### src/rtl/mem_port_arbiter_if.sv
// Purpose: bundles the fetch, memory-stage, memory-system and flush/error signals of the port arbiter.
// Latency: wiring only; all timing is set by mem_port_arbiter.
// Backpressure: if_ready_o / dm_ready_o gate the requesters; mem_ready_i gates the arbiter.
interface mem_port_arbiter_if;
  // fetch requester
  logic        if_req_i;
  logic [63:0] if_addr_i;
  logic        if_ready_o;
  logic        if_resp_valid_o;
  logic [63:0] if_rd_data_o;
  // memory-stage requester
  logic        dm_req_i;
  logic [63:0] dm_addr_i;
  logic        dm_wr_i;
  logic [63:0] dm_wr_data_i;
  logic [7:0]  dm_mask_i;
  logic        dm_ready_o;
  logic        dm_resp_valid_o;
  logic [63:0] dm_rd_data_o;
  // memory-system data port
  logic        mem_ready_i;
  logic        mem_req_o;
  logic [63:0] mem_addr_o;
  logic        mem_wr_o;
  logic [63:0] mem_wr_data_o;
  logic [7:0]  mem_mask_o;
  logic        mem_resp_valid_i;
  logic [63:0] mem_rd_data_i;
  logic        mem_rd_ready_o;
  // pipeline control / status
  logic        flush_i;
  logic        proto_err_o;

  // arbiter side
  modport slave (
    input  if_req_i, if_addr_i,
    output if_ready_o, if_resp_valid_o, if_rd_data_o,
    input  dm_req_i, dm_addr_i, dm_wr_i, dm_wr_data_i, dm_mask_i,
    output dm_ready_o, dm_resp_valid_o, dm_rd_data_o,
    input  mem_ready_i, mem_resp_valid_i, mem_rd_data_i,
    output mem_req_o, mem_addr_o, mem_wr_o, mem_wr_data_o, mem_mask_o, mem_rd_ready_o,
    input  flush_i,
    output proto_err_o
  );

  // requester / memory-system side
  modport master (
    output if_req_i, if_addr_i,
    input  if_ready_o, if_resp_valid_o, if_rd_data_o,
    output dm_req_i, dm_addr_i, dm_wr_i, dm_wr_data_i, dm_mask_i,
    input  dm_ready_o, dm_resp_valid_o, dm_rd_data_o,
    output mem_ready_i, mem_resp_valid_i, mem_rd_data_i,
    input  mem_req_o, mem_addr_o, mem_wr_o, mem_wr_data_o, mem_mask_o, mem_rd_ready_o,
    output flush_i,
    input  proto_err_o
  );
endinterface

### src/rtl/mem_port_arbiter.sv
// Purpose: shares the memory data port between fetch and memory stage; owner FIFO routes in-order responses back.
// Latency: 0 cycles request->mem_req_o and mem_resp_valid_i->*_resp_valid_o; FIFO state updates on the next edge.
// Backpressure: both requesters stall when mem_ready_i is low or MAX_OUTSTANDING transactions are in flight; memory stage wins ties.
module mem_port_arbiter #(
  parameter int MAX_OUTSTANDING = 4
) (
  input  logic              clk,
  input  logic              resetn,
  mem_port_arbiter_if.slave bus
);
  localparam int PW = (MAX_OUTSTANDING > 1) ? $clog2(MAX_OUTSTANDING) : 1;
  localparam logic [PW:0] MAX_CNT = (PW + 1)'(MAX_OUTSTANDING);
  localparam logic OWNER_IF = 1'b0;
  localparam logic OWNER_DM = 1'b1;

  typedef struct packed {
    logic vld;
    logic owner;
    logic discard;
  } owner_ent_t;

  owner_ent_t    ent_q [MAX_OUTSTANDING];
  logic [PW-1:0] rd_ptr_q;
  logic [PW-1:0] wr_ptr_q;
  logic [PW:0]   count;
  logic          proto_err_q;

  logic       full, empty;
  logic       dm_rdy, if_rdy;
  logic       dm_acc, if_acc, push, pop;
  owner_ent_t head;

  // readiness looks only at the registered occupancy, so a same-cycle pop never frees a slot early
  assign full   = (count == MAX_CNT);
  assign empty  = (count == '0);
  assign dm_rdy = bus.mem_ready_i & ~full;
  assign if_rdy = bus.mem_ready_i & ~full & ~bus.dm_req_i & ~bus.flush_i;
  assign dm_acc = bus.dm_req_i & dm_rdy;
  assign if_acc = bus.if_req_i & if_rdy;
  assign push   = dm_acc | if_acc;
  assign pop    = bus.mem_resp_valid_i & ~empty;
  assign head   = ent_q[rd_ptr_q];

  assign bus.dm_ready_o = dm_rdy;
  assign bus.if_ready_o = if_rdy;

  // request mux: memory stage has priority; an idle port drives all zeros
  always_comb begin
    bus.mem_req_o     = 1'b0;
    bus.mem_addr_o    = '0;
    bus.mem_wr_o      = 1'b0;
    bus.mem_wr_data_o = '0;
    bus.mem_mask_o    = '0;
    if (dm_acc) begin
      bus.mem_req_o     = 1'b1;
      bus.mem_addr_o    = bus.dm_addr_i;
      bus.mem_wr_o      = bus.dm_wr_i;
      bus.mem_wr_data_o = bus.dm_wr_data_i;
      bus.mem_mask_o    = bus.dm_mask_i;
    end else if (if_acc) begin
      bus.mem_req_o  = 1'b1;
      bus.mem_addr_o = bus.if_addr_i;
    end
  end

  // response routing: a flush in the popping cycle also kills an IF head
  assign bus.dm_resp_valid_o = pop & (head.owner == OWNER_DM);
  assign bus.if_resp_valid_o = pop & (head.owner == OWNER_IF) & ~head.discard & ~bus.flush_i;
  assign bus.dm_rd_data_o    = bus.mem_rd_data_i;
  assign bus.if_rd_data_o    = bus.mem_rd_data_i;
  assign bus.mem_rd_ready_o  = 1'b1;
  assign bus.proto_err_o     = proto_err_q;

  // pointers, occupancy and the sticky protocol-error flag
  always_ff @(posedge clk or negedge resetn) begin
    if (!resetn) begin
      rd_ptr_q    <= '0;
      wr_ptr_q    <= '0;
      count       <= '0;
      proto_err_q <= 1'b0;
    end else begin
      if (push) wr_ptr_q <= wr_ptr_q + 1'b1;
      if (pop)  rd_ptr_q <= rd_ptr_q + 1'b1;
      case ({push, pop})
        2'b10:   count <= count + 1'b1;
        2'b01:   count <= count - 1'b1;
        default: count <= count;
      endcase
      if (bus.mem_resp_valid_i && empty) proto_err_q <= 1'b1;
    end
  end

  // owner entries: pop invalidates, flush marks IF entries discarded, push writes a fresh entry
  always_ff @(posedge clk or negedge resetn) begin
    if (!resetn) begin
      for (int i = 0; i < MAX_OUTSTANDING; i++) ent_q[i] <= '0;
    end else begin
      for (int i = 0; i < MAX_OUTSTANDING; i++) begin
        if (pop && (rd_ptr_q == PW'(i))) ent_q[i].vld <= 1'b0;
        if (bus.flush_i && ent_q[i].vld && (ent_q[i].owner == OWNER_IF)) ent_q[i].discard <= 1'b1;
        // a flush cycle can only push a DM entry, so the fresh write never needs the discard bit
        if (push && (wr_ptr_q == PW'(i))) begin
          ent_q[i].vld     <= 1'b1;
          ent_q[i].owner   <= dm_acc ? OWNER_DM : OWNER_IF;
          ent_q[i].discard <= 1'b0;
        end
      end
    end
  end
endmodule

### src/flat_wrapper.sv
// flat-port wrapper written by rule: the top's interface ports become plain ports
module mem_port_arbiter_flat 
#(
  parameter int MAX_OUTSTANDING = 4
)
  (clk, resetn, bus_if_req_i, bus_if_addr_i, bus_if_ready_o, bus_if_resp_valid_o, bus_if_rd_data_o, bus_dm_req_i, bus_dm_addr_i, bus_dm_wr_i, bus_dm_wr_data_i, bus_dm_mask_i, bus_dm_ready_o, bus_dm_resp_valid_o, bus_dm_rd_data_o, bus_mem_ready_i, bus_mem_resp_valid_i, bus_mem_rd_data_i, bus_mem_req_o, bus_mem_addr_o, bus_mem_wr_o, bus_mem_wr_data_o, bus_mem_mask_o, bus_mem_rd_ready_o, bus_flush_i, bus_proto_err_o);
  mem_port_arbiter_if bus_i ();
  input  logic clk;
  input  logic resetn;
  input wire logic [$bits(bus_i.if_req_i)-1:0] bus_if_req_i;
  input wire logic [$bits(bus_i.if_addr_i)-1:0] bus_if_addr_i;
  output wire logic [$bits(bus_i.if_ready_o)-1:0] bus_if_ready_o;
  output wire logic [$bits(bus_i.if_resp_valid_o)-1:0] bus_if_resp_valid_o;
  output wire logic [$bits(bus_i.if_rd_data_o)-1:0] bus_if_rd_data_o;
  input wire logic [$bits(bus_i.dm_req_i)-1:0] bus_dm_req_i;
  input wire logic [$bits(bus_i.dm_addr_i)-1:0] bus_dm_addr_i;
  input wire logic [$bits(bus_i.dm_wr_i)-1:0] bus_dm_wr_i;
  input wire logic [$bits(bus_i.dm_wr_data_i)-1:0] bus_dm_wr_data_i;
  input wire logic [$bits(bus_i.dm_mask_i)-1:0] bus_dm_mask_i;
  output wire logic [$bits(bus_i.dm_ready_o)-1:0] bus_dm_ready_o;
  output wire logic [$bits(bus_i.dm_resp_valid_o)-1:0] bus_dm_resp_valid_o;
  output wire logic [$bits(bus_i.dm_rd_data_o)-1:0] bus_dm_rd_data_o;
  input wire logic [$bits(bus_i.mem_ready_i)-1:0] bus_mem_ready_i;
  input wire logic [$bits(bus_i.mem_resp_valid_i)-1:0] bus_mem_resp_valid_i;
  input wire logic [$bits(bus_i.mem_rd_data_i)-1:0] bus_mem_rd_data_i;
  output wire logic [$bits(bus_i.mem_req_o)-1:0] bus_mem_req_o;
  output wire logic [$bits(bus_i.mem_addr_o)-1:0] bus_mem_addr_o;
  output wire logic [$bits(bus_i.mem_wr_o)-1:0] bus_mem_wr_o;
  output wire logic [$bits(bus_i.mem_wr_data_o)-1:0] bus_mem_wr_data_o;
  output wire logic [$bits(bus_i.mem_mask_o)-1:0] bus_mem_mask_o;
  output wire logic [$bits(bus_i.mem_rd_ready_o)-1:0] bus_mem_rd_ready_o;
  input wire logic [$bits(bus_i.flush_i)-1:0] bus_flush_i;
  output wire logic [$bits(bus_i.proto_err_o)-1:0] bus_proto_err_o;
  assign bus_i.if_req_i = bus_if_req_i;
  assign bus_i.if_addr_i = bus_if_addr_i;
  assign bus_if_ready_o = bus_i.if_ready_o;
  assign bus_if_resp_valid_o = bus_i.if_resp_valid_o;
  assign bus_if_rd_data_o = bus_i.if_rd_data_o;
  assign bus_i.dm_req_i = bus_dm_req_i;
  assign bus_i.dm_addr_i = bus_dm_addr_i;
  assign bus_i.dm_wr_i = bus_dm_wr_i;
  assign bus_i.dm_wr_data_i = bus_dm_wr_data_i;
  assign bus_i.dm_mask_i = bus_dm_mask_i;
  assign bus_dm_ready_o = bus_i.dm_ready_o;
  assign bus_dm_resp_valid_o = bus_i.dm_resp_valid_o;
  assign bus_dm_rd_data_o = bus_i.dm_rd_data_o;
  assign bus_i.mem_ready_i = bus_mem_ready_i;
  assign bus_i.mem_resp_valid_i = bus_mem_resp_valid_i;
  assign bus_i.mem_rd_data_i = bus_mem_rd_data_i;
  assign bus_mem_req_o = bus_i.mem_req_o;
  assign bus_mem_addr_o = bus_i.mem_addr_o;
  assign bus_mem_wr_o = bus_i.mem_wr_o;
  assign bus_mem_wr_data_o = bus_i.mem_wr_data_o;
  assign bus_mem_mask_o = bus_i.mem_mask_o;
  assign bus_mem_rd_ready_o = bus_i.mem_rd_ready_o;
  assign bus_i.flush_i = bus_flush_i;
  assign bus_proto_err_o = bus_i.proto_err_o;
  mem_port_arbiter #(.MAX_OUTSTANDING(MAX_OUTSTANDING)) u_core (.clk(clk), .resetn(resetn), .bus(bus_i));
endmodule
### config.mk
export PLATFORM = sky130hd
export DESIGN_NAME = mem_port_arbiter_flat
export DESIGN_NICKNAME = d
export VERILOG_FILES = /design/src/rtl/mem_port_arbiter_if.sv /design/src/rtl/mem_port_arbiter.sv /design/src/flat_wrapper.sv
export SDC_FILE = /design/constraint.sdc
export NUM_CORES = 1
export LEC_CHECK = 0
export ABC_AREA = 1
export CAP_MARGIN = 15
export CORE_AREA = 2 2 213 215
export CTS_CLUSTER_SIZE = 12
export DETAILED_ROUTE_END_ITERATION = 7
export DIE_AREA = 0 0 215 217
export GPL_TIMING_DRIVEN = 0
export SLEW_MARGIN = 30
export SYNTH_ARGS = -nofsm -noshare
export SYNTH_HDL_FRONTEND = slang
export SYNTH_SLANG_ARGS = --single-unit
### constraint.sdc
create_clock -name clk -period 3.5 [get_ports clk]
set_input_delay 0.7 -clock clk [delete_from_list [all_inputs] [get_ports clk]]
set_output_delay 0.7 -clock clk [all_outputs]
set_load 0.01 [all_outputs]
==> flow_summary.yaml <==
sta:
  finClkSkew_ns: 0.00154
  setup_viol: 0
  drv_slew: 0
  min_period_ns: 3.35
  hold_viol_final: 0
  worst_slack_ns: 0.147
  fmaxAchievable_ghz: 0.298
  fin_crit_sh_pct: 95.8
  grt_setup_unrepaired: "false"
worst_setup_path:
  r2r_setup_slack_ns: 1.34
  reg2reg_depth: 11
  rr_endpoint: "u_core.count[2]"
  worstSetupPathType: "in -> out"
  r2r_start: "u_core.count[1]"
  crit_required_ns: 2.80
  worstSetupStartpointType: "input pin"
  cp.arrival_ns: 2.65
  critPathMaxFanout: 10
  crit_path_end_kind: "output pin"
synth:
  synth-edff-count: 0
  synthTopCellsByCount: "inv_1 (152), buf_4 (130), nand2_1 (93)"
  synth_area_leaders: "buf_4 (25%), inv_1 (15%), o21ai_2 (14%), dfrtp_1 (13%), nand2_1 (9.0%)"
  yosysTopAreaCell: "buf_4"
  synth_area_um2: 3870
  synth_async_sr_flop_share_pct: 100
  synth_top_area_share_pct: 25.2
  ys_ff_latch: 20
  synth_fp_nets: 894
  syn_inst: 612
  postSynthAreaPerCell_um2: 6.33
  synthFlopType: "dfrtp_1"
  ys_seq_area_share_pct: 12.9
  yosys_warnings: 0
  ys_types: 27
  yosysMostFrequentCell: "inv_1"
power_and_ir_drop:
  internal_power_mw: 1.51
  comb_power_share_pct: 71.7
  pwr_density_cell_nw_per_um2: 262
  p_seq_share_pct: 17.7
  p_clk_share_pct: 10.6
  net-switching-power_mw: 0.977
  ir_worst_vdd_mv: 0.212
  p_leak_nw: 4.36
  swShare_pct: 39.3
die:
  row_count: 78
  die_x_um: 215
  initial_core_util_pct: 8.66
  fp.dieArea_um2: 46700
  core_um2: 44700
  ios: 544
  die_h_um: 217
clock_tree:
  postCtsSetupRepairBufs: 0
  insertion_delay_ns: 0.25
  clock-sinks: 20
  cts_tree: "yes"
  clock_tree.root_cell: "clkbuf_16"
  cts_buffer_depth: 2
  cts_buffers: 3
  htree_levels: 1
  cts.reportedPaths.clkPinSlew_ns: 0.06
routing:
  drtIter0Drc: 148
  wl_per_cell_um: 12.7
  vias: 5190
  totalWireLength_mm: 21.5
  drc: 0
  vias_per_cell: 3.06
  drtPass1Iterations: 4
  drtAntennaViolNets: 0
grt:
  grt_use_total_pct: 8.40
  grt_pass1_wl_mm: 30.8
  first_global_vias: 5220
  grt_max_degree: 21
  grt_antenna_before_repair: 0
  grt_overflow: 0
outcome:
  status: "finished, final reports clean"
flow_run:
  max_cap_viol_count: 0
min_path:
  hold_class: "in -> async"
final_layout:
  fillers: 5015
  nets: 1377
  drive_gt1_share_pct: 21.4
  fin_util_pct: 21.2
  syn_to_final_growth_pct: 145
  num_antenna_cells: 0
place:
  portBuffers: 478
  post-dp-hpwl_mm: 19.6
  gp_congestion: 0.837
  dp_worst_setup_slack_ns: -0.00338
-- critical path: stages --
cell	delay (ns)
clkdlybuf4s50_1	0.47
nor2_1	0.15
nand4_2	0.15
buf_6	0.18
buf_6	0.17
o21ai_2	0.23
clkdlybuf4s50_1	0.59
-- state kept, by name (all words and copies together), names as in the netlist --
name	cells
u_core.bus.proto_err_o	1
u_core.rd_ptr_q	2
u_core.ent_q	12
u_core.wr_ptr_q	2
u_core.count	3
-- layer usage --
layer / share of wire [%] / global-route usage (%)
met5: 0 / 0
met2: 54 / 16.4
met3: 8.7 / 1.96
met1: 36 / 9.37
met4: 1.2 / 1.22
-- worst max-delay path by stage --
stage / from / end / slack [ns] / depth (start not counted)
5_1_grt: bus_mem_ready_i / bus_mem_addr_o[17] / 0.05 / 7
3_3_place_gp: bus_flush_i / bus_mem_addr_o[10] / -0.007 / 7
6_report: bus_dm_req_i / bus_mem_addr_o[10] / 0.15 / 7
3_5_place_dp: bus_flush_i / bus_mem_addr_o[11] / -0.003 / 7
2_1_floorplan: bus_dm_req_i / bus_mem_addr_o[10] / 1.40 / 5
4_1_cts: bus_mem_ready_i / bus_mem_wr_data_o[8] / 0.1 / 6
-- layout by cell type, fill, tap and decap left out --
master             n
clkdlybuf4s50_1  476
inv_1            152
buf_4            130
nand2_1           93
nor2_1            79
o21ai_2           60
dfrtp_1           20
buf_6             17
nand2_2           11
o21ai_0           11
ha_1               9
a21oi_1            7
buf_2              5
a31oi_1            4
clkbuf_16          3
xor2_1             2
nor2_4             1
nand2_4            1
nand3_4            1
nand4_2            1
inv_2              1
buf_8              1
nor3_1             1
o22ai_1            1
xnor2_1            1
a31o_2             1
o21ai_1            1
fa_1               1
conb_1             1
clkbuf_8           1
dlygate4sd2_1      1
-- power groups by stage --
stage,clock [mW],sequential (mW),combinational [mW]
detailed placement,0,0.442,1.81
CTS,0.268,0.440,1.82
global placement,0,0.439,1.78
finish,0.263,0.439,1.78
global route,0.276,0.456,1.96
floorplan,0,0.420,0.861
-- through the flow --
| step | power, mW | area, µm² | TNS [ns] | hold WS, ns | instances |
|---|---|---|---|---|---|
| floorplan | 1.28 | 3870 | 0 | 0.404 | 612 |
| global placement | 2.22 | 9410 | -0.00717 | 0.457 | 1690 |
| detailed placement | 2.25 | 9410 | -0.00645 | 0.469 | 1690 |
| CTS | 2.53 | 9500 | 0 | 0.483 | 1694 |
| global route | 2.69 | 9490 | 0 | 0.428 | 1694 |
| finish | 2.48 | 9490 | 0 | 0.386 | 1694 |
-- cell families after synthesis --
group | after synthesis | synth area share (%)
buffers and inverters | 305 | 45.9
AND/OR/NAND/NOR | 188 | 19.9
AO/OA/AOI/OAI | 85 | 17.1
flip-flops | 20 | 12.9
adder cells (fa/ha/maj) | 10 | 3.42
XOR/XNOR | 3 | 0.679
other | 1 | 0.0968
-- final cells by class --
type | count | area [µm²] | area share, %
flip-flops and latches | 20 | 500 | 5.27
plain buffers | 152 | 1200 | 12.7
well taps | 600 | 751 | 7.91
clock buffers | 4 | 88.8 | 0.936
multi-input cells | 287 | 1600 | 16.8
inverters | 153 | 574 | 6.05
repair buffers | 478 | 4780 | 50.3
-- what timing repair did --
| item | in CTS | in global routing |
|---|---|---|
| hold buffers | 0 | 0 |
| resized for setup | 1 | 0 |
| endpoints found under the setup margin | 5 | 0 |
No activity file was read; power rests on OpenSTA's default activity.
